===== src/rtl/riscv_ctrl_pkg.sv =====
// ---------------------------------------------------------------------------
// riscv_ctrl_pkg
// Shared definitions for the multicycle RV32I control FSM: opcode values,
// the 4-bit state encoding, datapath mux-select codes and an immediate-format
// helper used by both the FSM and anyone decoding its debug state.
// ---------------------------------------------------------------------------
package riscv_ctrl_pkg;

    // RV32I major opcodes (IR[6:0])
    localparam logic [6:0] OP_R      = 7'b0110011;
    localparam logic [6:0] OP_I      = 7'b0010011;
    localparam logic [6:0] OP_LOAD   = 7'b0000011;
    localparam logic [6:0] OP_STORE  = 7'b0100011;
    localparam logic [6:0] OP_BRANCH = 7'b1100011;
    localparam logic [6:0] OP_JAL    = 7'b1101111;
    localparam logic [6:0] OP_JALR   = 7'b1100111;
    localparam logic [6:0] OP_LUI    = 7'b0110111;
    localparam logic [6:0] OP_AUIPC  = 7'b0010111;

    // Controller states, exported on state_o for debug
    typedef enum logic [3:0] {
        ST_IDLE   = 4'd0,
        ST_FETCH  = 4'd1,
        ST_DECODE = 4'd2,
        ST_EXE_R  = 4'd3,
        ST_EXE_I  = 4'd4,
        ST_ALUWB  = 4'd5,
        ST_MEMADR = 4'd6,
        ST_MEMRD  = 4'd7,
        ST_MEMWB  = 4'd8,
        ST_MEMWR  = 4'd9,
        ST_BRANCH = 4'd10,
        ST_JAL    = 4'd11,
        ST_JALR   = 4'd12,
        ST_LUIWB  = 4'd13,
        ST_TRAP   = 4'd14
    } state_e;

    // ALU operand A select
    localparam logic [1:0] A_RS1   = 2'b00;
    localparam logic [1:0] A_PC    = 2'b01;
    localparam logic [1:0] A_OLDPC = 2'b10;

    // ALU operand B select
    localparam logic [1:0] B_RS2  = 2'b00;
    localparam logic [1:0] B_IMM  = 2'b01;
    localparam logic [1:0] B_FOUR = 2'b10;

    // ALU operation class
    localparam logic [1:0] ALU_ADD    = 2'b00;
    localparam logic [1:0] ALU_SUB    = 2'b01;
    localparam logic [1:0] ALU_RFUNCT = 2'b10;
    localparam logic [1:0] ALU_IFUNCT = 2'b11;

    // Immediate format
    localparam logic [2:0] IMM_I = 3'b000;
    localparam logic [2:0] IMM_S = 3'b001;
    localparam logic [2:0] IMM_B = 3'b010;
    localparam logic [2:0] IMM_J = 3'b011;
    localparam logic [2:0] IMM_U = 3'b100;

    // Register-file write-back source
    localparam logic [1:0] RES_ALUOUT = 2'b00;
    localparam logic [1:0] RES_MDR    = 2'b01;
    localparam logic [1:0] RES_IMM    = 2'b10;
    localparam logic [1:0] RES_PC     = 2'b11;

    // Immediate format purely from the opcode; unknown opcodes fall back to I
    function automatic logic [2:0] immSrcFor(input logic [6:0] op);
        logic [2:0] imm;
        imm = IMM_I;
        case (op)
            OP_STORE:         imm = IMM_S;
            OP_BRANCH:        imm = IMM_B;
            OP_JAL:           imm = IMM_J;
            OP_LUI, OP_AUIPC: imm = IMM_U;
            default:          imm = IMM_I;
        endcase
        return imm;
    endfunction

endpackage


===== src/rtl/mem_wait_timer.sv =====
// ---------------------------------------------------------------------------
// mem_wait_timer
// Counts consecutive memory wait cycles and flags the cycle in which the
// count reaches WAIT_LIMIT. WAIT_LIMIT = 0 disables the watchdog.
// Ports:
//   clk        in  clock
//   rst_n      in  async active-low reset
//   clr_i      in  clear the count (no request, or request completed)
//   inc_i      in  a wait cycle is in progress
//   timeout_o  out this wait cycle is the WAIT_LIMIT-th in a row
// ---------------------------------------------------------------------------
module mem_wait_timer #(
    parameter int WAIT_LIMIT = 16
) (
    input  logic clk,
    input  logic rst_n,
    input  logic clr_i,
    input  logic inc_i,
    output logic timeout_o
);

    localparam int CW = (WAIT_LIMIT > 0) ? $clog2(WAIT_LIMIT + 1) : 1;
    localparam logic [CW-1:0] LAST = (WAIT_LIMIT > 0) ? CW'(WAIT_LIMIT - 1) : '0;
    localparam bit ENABLED = (WAIT_LIMIT > 0);

    logic [CW-1:0] count_q;
    logic [CW-1:0] count_d;

    // The count holds the number of wait cycles already completed, so the
    // current wait cycle is the limit-th one when count_q equals LIMIT-1.
    always_comb begin
        count_d = count_q;
        if (clr_i) begin
            count_d = '0;
        end else if (inc_i && ENABLED) begin
            count_d = count_q + 1'b1;
        end
    end

    // Count register, cleared by reset
    always_ff @(posedge clk or negedge rst_n) begin
        if (!rst_n) begin
            count_q <= '0;
        end else begin
            count_q <= count_d;
        end
    end

    assign timeout_o = ENABLED && inc_i && (count_q == LAST);

endmodule


===== src/rtl/multicycle_ctrl_fsm.sv =====
// ---------------------------------------------------------------------------
// multicycle_ctrl_fsm
// Control FSM for a multicycle RV32I datapath with one shared instruction /
// data memory port. Sequences fetch, decode, execute, memory and write-back,
// drives all datapath enables and mux selects, runs a req/ready handshake
// guarded by a wait watchdog, and traps (sticky) on illegal opcode or timeout.
// Ports:
//   clk, rst_n           clock, async active-low reset
//   opcode[6:0]          IR[6:0], valid from DECODE onward
//   branch_cond          comparator result, used only in BRANCH
//   mem_ready            transfer completes in a cycle with mem_req=1
//   mem_req, mem_we      memory request / store
//   addr_sel             memory address: 0 PC, 1 ALUOut
//   ir_we, oldpc_we      load IR+MDR / capture OldPC
//   pc_we, pc_src        PC write enable, source 0 ALU / 1 ALUOut
//   reg_we               register file write
//   a_sel, b_sel, alu_op ALU operand selects and operation class
//   imm_src[2:0]         immediate format, from opcode in every state
//   result_src[1:0]      write-back source
//   retire               last cycle of a completed instruction
//   trap                 sticky trap indication
//   state_o[3:0]         current state (debug)
// ---------------------------------------------------------------------------
module multicycle_ctrl_fsm
    import riscv_ctrl_pkg::*;
#(
    parameter int WAIT_LIMIT = 16
) (
    input  logic       clk,
    input  logic       rst_n,
    input  logic [6:0] opcode,
    input  logic       branch_cond,
    input  logic       mem_ready,
    output logic       mem_req,
    output logic       mem_we,
    output logic       addr_sel,
    output logic       ir_we,
    output logic       oldpc_we,
    output logic       pc_we,
    output logic       pc_src,
    output logic       reg_we,
    output logic [1:0] a_sel,
    output logic [1:0] b_sel,
    output logic [1:0] alu_op,
    output logic [2:0] imm_src,
    output logic [1:0] result_src,
    output logic       retire,
    output logic       trap,
    output logic [3:0] state_o
);

    state_e state_q;
    state_e state_d;
    logic   timerClr;
    logic   timerInc;
    logic   timeout;

    // A wait cycle is any cycle with a pending request and no ready
    assign timerInc = mem_req && !mem_ready;
    assign timerClr = !mem_req || mem_ready;

    mem_wait_timer #(
        .WAIT_LIMIT(WAIT_LIMIT)
    ) u_timer (
        .clk      (clk),
        .rst_n    (rst_n),
        .clr_i    (timerClr),
        .inc_i    (timerInc),
        .timeout_o(timeout)
    );

    // State register; async reset drops every output on the same instant
    always_ff @(posedge clk or negedge rst_n) begin
        if (!rst_n) begin
            state_q <= ST_IDLE;
        end else begin
            state_q <= state_d;
        end
    end

    // Next-state logic. In memory states ready beats a simultaneous timeout.
    always_comb begin
        state_d = state_q;
        case (state_q)
            ST_IDLE:   state_d = ST_FETCH;
            ST_FETCH: begin
                if (mem_ready)    state_d = ST_DECODE;
                else if (timeout) state_d = ST_TRAP;
            end
            ST_DECODE: begin
                case (opcode)
                    OP_R:               state_d = ST_EXE_R;
                    OP_I:               state_d = ST_EXE_I;
                    OP_LOAD, OP_STORE:  state_d = ST_MEMADR;
                    OP_BRANCH:          state_d = ST_BRANCH;
                    OP_JAL:             state_d = ST_JAL;
                    OP_JALR:            state_d = ST_JALR;
                    OP_LUI:             state_d = ST_LUIWB;
                    OP_AUIPC:           state_d = ST_ALUWB;
                    default:            state_d = ST_TRAP;
                endcase
            end
            ST_EXE_R, ST_EXE_I: state_d = ST_ALUWB;
            ST_MEMADR: state_d = (opcode == OP_LOAD) ? ST_MEMRD : ST_MEMWR;
            ST_MEMRD: begin
                if (mem_ready)    state_d = ST_MEMWB;
                else if (timeout) state_d = ST_TRAP;
            end
            ST_MEMWR: begin
                if (mem_ready)    state_d = ST_FETCH;
                else if (timeout) state_d = ST_TRAP;
            end
            ST_ALUWB, ST_MEMWB, ST_BRANCH, ST_JAL, ST_JALR, ST_LUIWB:
                state_d = ST_FETCH;
            ST_TRAP:   state_d = ST_TRAP;
            default:   state_d = ST_TRAP;
        endcase
    end

    // Output decode: one case on state. Enables tied to a transfer only fire
    // on the ready cycle, so a timeout cycle never asserts any of them.
    always_comb begin
        mem_req    = 1'b0;
        mem_we     = 1'b0;
        addr_sel   = 1'b0;
        ir_we      = 1'b0;
        oldpc_we   = 1'b0;
        pc_we      = 1'b0;
        pc_src     = 1'b0;
        reg_we     = 1'b0;
        a_sel      = A_RS1;
        b_sel      = B_RS2;
        alu_op     = ALU_ADD;
        result_src = RES_ALUOUT;
        retire     = 1'b0;
        trap       = 1'b0;
        case (state_q)
            ST_FETCH: begin
                mem_req  = 1'b1;
                a_sel    = A_PC;
                b_sel    = B_FOUR;
                ir_we    = mem_ready;
                oldpc_we = mem_ready;
                pc_we    = mem_ready;
            end
            ST_DECODE: begin
                a_sel = A_OLDPC;
                b_sel = B_IMM;
            end
            ST_EXE_R:  alu_op = ALU_RFUNCT;
            ST_EXE_I: begin
                b_sel  = B_IMM;
                alu_op = ALU_IFUNCT;
            end
            ST_ALUWB: begin
                reg_we = 1'b1;
                retire = 1'b1;
            end
            ST_MEMADR: b_sel = B_IMM;
            ST_MEMRD: begin
                mem_req  = 1'b1;
                addr_sel = 1'b1;
            end
            ST_MEMWB: begin
                reg_we     = 1'b1;
                result_src = RES_MDR;
                retire     = 1'b1;
            end
            ST_MEMWR: begin
                mem_req  = 1'b1;
                mem_we   = 1'b1;
                addr_sel = 1'b1;
                retire   = mem_ready;
            end
            ST_BRANCH: begin
                alu_op = ALU_SUB;
                pc_we  = branch_cond;
                pc_src = branch_cond;
                retire = 1'b1;
            end
            ST_JAL: begin
                pc_we      = 1'b1;
                pc_src     = 1'b1;
                reg_we     = 1'b1;
                result_src = RES_PC;
                retire     = 1'b1;
            end
            ST_JALR: begin
                b_sel      = B_IMM;
                pc_we      = 1'b1;
                reg_we     = 1'b1;
                result_src = RES_PC;
                retire     = 1'b1;
            end
            ST_LUIWB: begin
                reg_we     = 1'b1;
                result_src = RES_IMM;
                retire     = 1'b1;
            end
            ST_TRAP:  trap = 1'b1;
            default: ;
        endcase
    end

    assign imm_src = immSrcFor(opcode);
    assign state_o = state_q;

endmodule


===== config.mk =====
export PLATFORM = sky130hd
export DESIGN_NAME = multicycle_ctrl_fsm
export DESIGN_NICKNAME = d
export VERILOG_FILES = /design/src/rtl/riscv_ctrl_pkg.sv /design/src/rtl/mem_wait_timer.sv /design/src/rtl/multicycle_ctrl_fsm.sv
export SDC_FILE = /design/constraint.sdc
export NUM_CORES = 1
export LEC_CHECK = 0
export BUFFER_PORTS_ARGS = -buffer_cell sky130_fd_sc_hd__buf_2
export CORE_MARGIN = 3
export CORE_UTILIZATION = 52
export CTS_CLUSTER_SIZE = 8
export DETAILED_ROUTE_END_ITERATION = 12
export PLACE_DENSITY_LB_ADDON = 0.1
export SLEW_MARGIN = 20
export SYNTH_ARGS = -nofsm -noshare
export SYNTH_HDL_FRONTEND = slang
export SYNTH_SLANG_ARGS = --single-unit

===== constraint.sdc =====
create_clock -name clk -period 2.4 [get_ports clk]
set_input_delay 0.48 -clock clk [delete_from_list [all_inputs] [get_ports clk]]
set_output_delay 0.48 -clock clk [all_outputs]
set_load 0.01 [all_outputs]

==> results.sh <==
export IMPL_power_leakage_uw=0.000560
export IMPL_ioPinCount=36
export IMPL_hold_viol_final=0
export IMPL_dp_hpwl_um=1650
export IMPL_die_h_um=48.2
export IMPL_drt_initial_drc_count=19
export IMPL_port_buffers=35
export IMPL_grt_max_degree=19
export IMPL_avgSynthCellArea_um2=7.54
export IMPL_fmax_ghz=0.464
export IMPL_synth_fp_nets=136
export IMPL_clkLatencyLatePin_ns=0.26
export IMPL_viasPerCell=5.57
export IMPL_firstDrtPassIters=4
export IMPL_path_max_fanout=16
export IMPL_cts_made_buffers=3
export IMPL_die_area_um2=2330
export IMPL_n_antenna_cell=0
export IMPL_yosys_warnings=0
export IMPL_row_count=14
export IMPL_slew_headroom_pct=65.4
export IMPL_synth_top_area_cell="dfrtp_1"
export IMPL_synth_edf_count=0
export IMPL_tns_ns=0
export IMPL_ir_worst_vdd_uv=505
export IMPL_seq_area_frac_synth_pct=24.3
export IMPL_cts_tree="yes"
export IMPL_setup_ws_ns=0.246
export IMPL_cts_resized=0
export IMPL_ys_flop_type="dfrtp_1"
export IMPL_timing_final_crit_period_ns=2.15
export IMPL_clk_path_buf_depth=2
export IMPL_synthArstFlopShare_pct=100
export IMPL_finalClockSkew_ns=0.00545
export IMPL_outcome="complete, no violations"
export IMPL_overflow=0
export IMPL_nets=168
export IMPL_core_area_um2=1590
export IMPL_first_global_vias=803
export IMPL_slew_viol_final=0
export IMPL_grt_antenna_before_repair=0
export IMPL_hold_buffers=0
export IMPL_stdcell_area_um2=1120
export IMPL_wl_per_cell_um=12.2
export IMPL_critical_path_required_ns=1.92
export IMPL_worst_pin_slew_ns=0.519
export IMPL_setup_viol=0
export IMPL_drv_cap=0
export IMPL_placed_cell_area_um2=1090
export IMPL_layout_commonest_cell="buf_2"
export IMPL_netlist_instances=123
export IMPL_cp_end_kind="primary output"
export IMPL_die_w_um=48.2
export IMPL_power_density_nw_per_um2=969
export IMPL_netlist_cell_type_count=42
export IMPL_drc=0
export IMPL_grt_pass1_wl_um=3460
export IMPL_num_vias=992
export IMPL_clk_pin_slew_ns=0.07
export IMPL_path_class="reg -> out"
export IMPL_synthTopCellsByArea="dfrtp_1, nor2_1, o21a_1, nand2b_1, buf_2"
export IMPL_rsz0062_at_grt="no"
export IMPL_start_kind="register"
export IMPL_cts_root_buf="clkbuf_4"
export IMPL_place_gp_congestion=0.896
export IMPL_grt_usage_pct=20.7
export IMPL_fillerInstances=138
export IMPL_start_util_pct=58.2
export IMPL_antenna_left=0
export IMPL_cts_max_level=1
export IMPL_cts_setup_buffers=0
export IMPL_arrival_ns=1.67
export IMPL_min_period_over_period_pct=89.8
export IMPL_layout_common_cells="buf_2, nor2_1, dfrtp_1, nand2_1, nand2b_1"
export IMPL_drt_total_wl_um=2170
export IMPL_cts_sinks=9
export IMPL_drive_gt1_share_pct=31.2
export IMPL_synth_top_area_share_pct=24.3
export IMPL_synthesis_area_um2=927
export IMPL_pre_cts_ws_ns=0.520
export IMPL_yosys_register_bits=9
export IMPL_hold_class="in -> async"
export IMPL_power_uw=1080
export IMPL_syn_to_final_growth_pct=20.6
-- synthesized netlist by cell type, types with 2 or more instances --
library cell	number
ha_1	2
dfrtp_1	9
and3_1	4
or2_4	2
o31ai_1	2
nand3_1	4
a32oi_1	2
a21o_1	2
nor3_1	4
nor2b_1	4
buf_2	8
buf_4	2
a21oi_1	6
nand2_1	8
nor2_2	3
o21ai_0	4
o21a_1	6
inv_1	4
o2111ai_1	2
xnor2_1	2
nand3b_1	2
nand2b_1	7
nor2_1	15
-- power by group --
| part | switching (uW) | internal [uW] | total (uW) |
|---|---|---|---|
| Sequential | 113 | 189 | 302 |
| Combinational | 358 | 306 | 663 |
| Clock | 55.1 | 64.1 | 119 |
| Total | 525 | 558 | 1080 |
-- sequential cells by signal (all words and copies together), names as in the netlist --
register	count
u_timer.count_q	5
state_o	4
-- logic make-up (layout without fill, tap and decap cells) --
kind of cell	count (synthesis)	in the layout	synth area share (%)
AOI/OAI and AO/OA	31	31	23.3
xor gates and xnor gates	3	3	2.83
adders and majority gates	2	2	2.70
buffers and inverters	14	45	7.56
DFF	9	9	24.3
and+or+nand+nor	64	64	39.3
-- per-layer routing --
| metal | share of wire [%] | GRT usage (%) | wire [um] | vias to the layer above |
|---|---|---|---|---|
| li1 | - | - | - | 501 |
| met5 | 0 | 0 | 0 | - |
| met3 | 7.0 | 4.80 | 152 | 2 |
| met1 | 47 | 26.6 | 1010 | 456 |
| met4 | 0.23 | 6.99 | 5 | 0 |
| met2 | 46 | 33.9 | 1000 | 33 |
-- final timing paths --
kind,startpoint,to,slack [ns],depth (start not counted)
setup / recovery,state_o[1],retire,0.25,4
min in group clk,u_timer.count_q[0],u_timer.count_q[0],0.47,1
hold / removal,rst_n,u_timer.count_q[2],0.05,1
setup reg to reg,u_timer.count_q[0],state_o[2],0.73,7
max in group asynchronous,rst_n,state_o[3],2.17,1
hold reg to reg,u_timer.count_q[0],u_timer.count_q[0],0.47,1
-- worst max-delay path: stages (launching register included) --
cell	delay [ns]
dfrtp_1	0.54
nand2b_1	0.30
o21a_1	0.21
o221a_2	0.23
buf_2	0.13
-- through the flow --
step / std cells / hold slack, ns / utilization, %
5_1_grt: 178 / 0.0504 / 70.2
4_1_cts: 178 / 0.0555 / 70.2
3_5_place_dp: 174 / 0.340 / 68.5
2_1_floorplan: 123 / 0.184 / -
3_3_place_gp: 174 / 0.334 / 68.5
6_report: 178 / 0.0532 / 70.2
-- layout make-up --
class	instances	area, um2	area share (%)
Inverter	4	15.0	1.34
Timing Repair Buffer	37	190	17.0
Multi-Input combinational cell	100	632	56.5
Tap cell	24	30.0	2.68
Sequential cell	9	225	20.1
Clock buffer	4	26.3	2.35
Note: power is estimated with default switching activity, not from simulation.
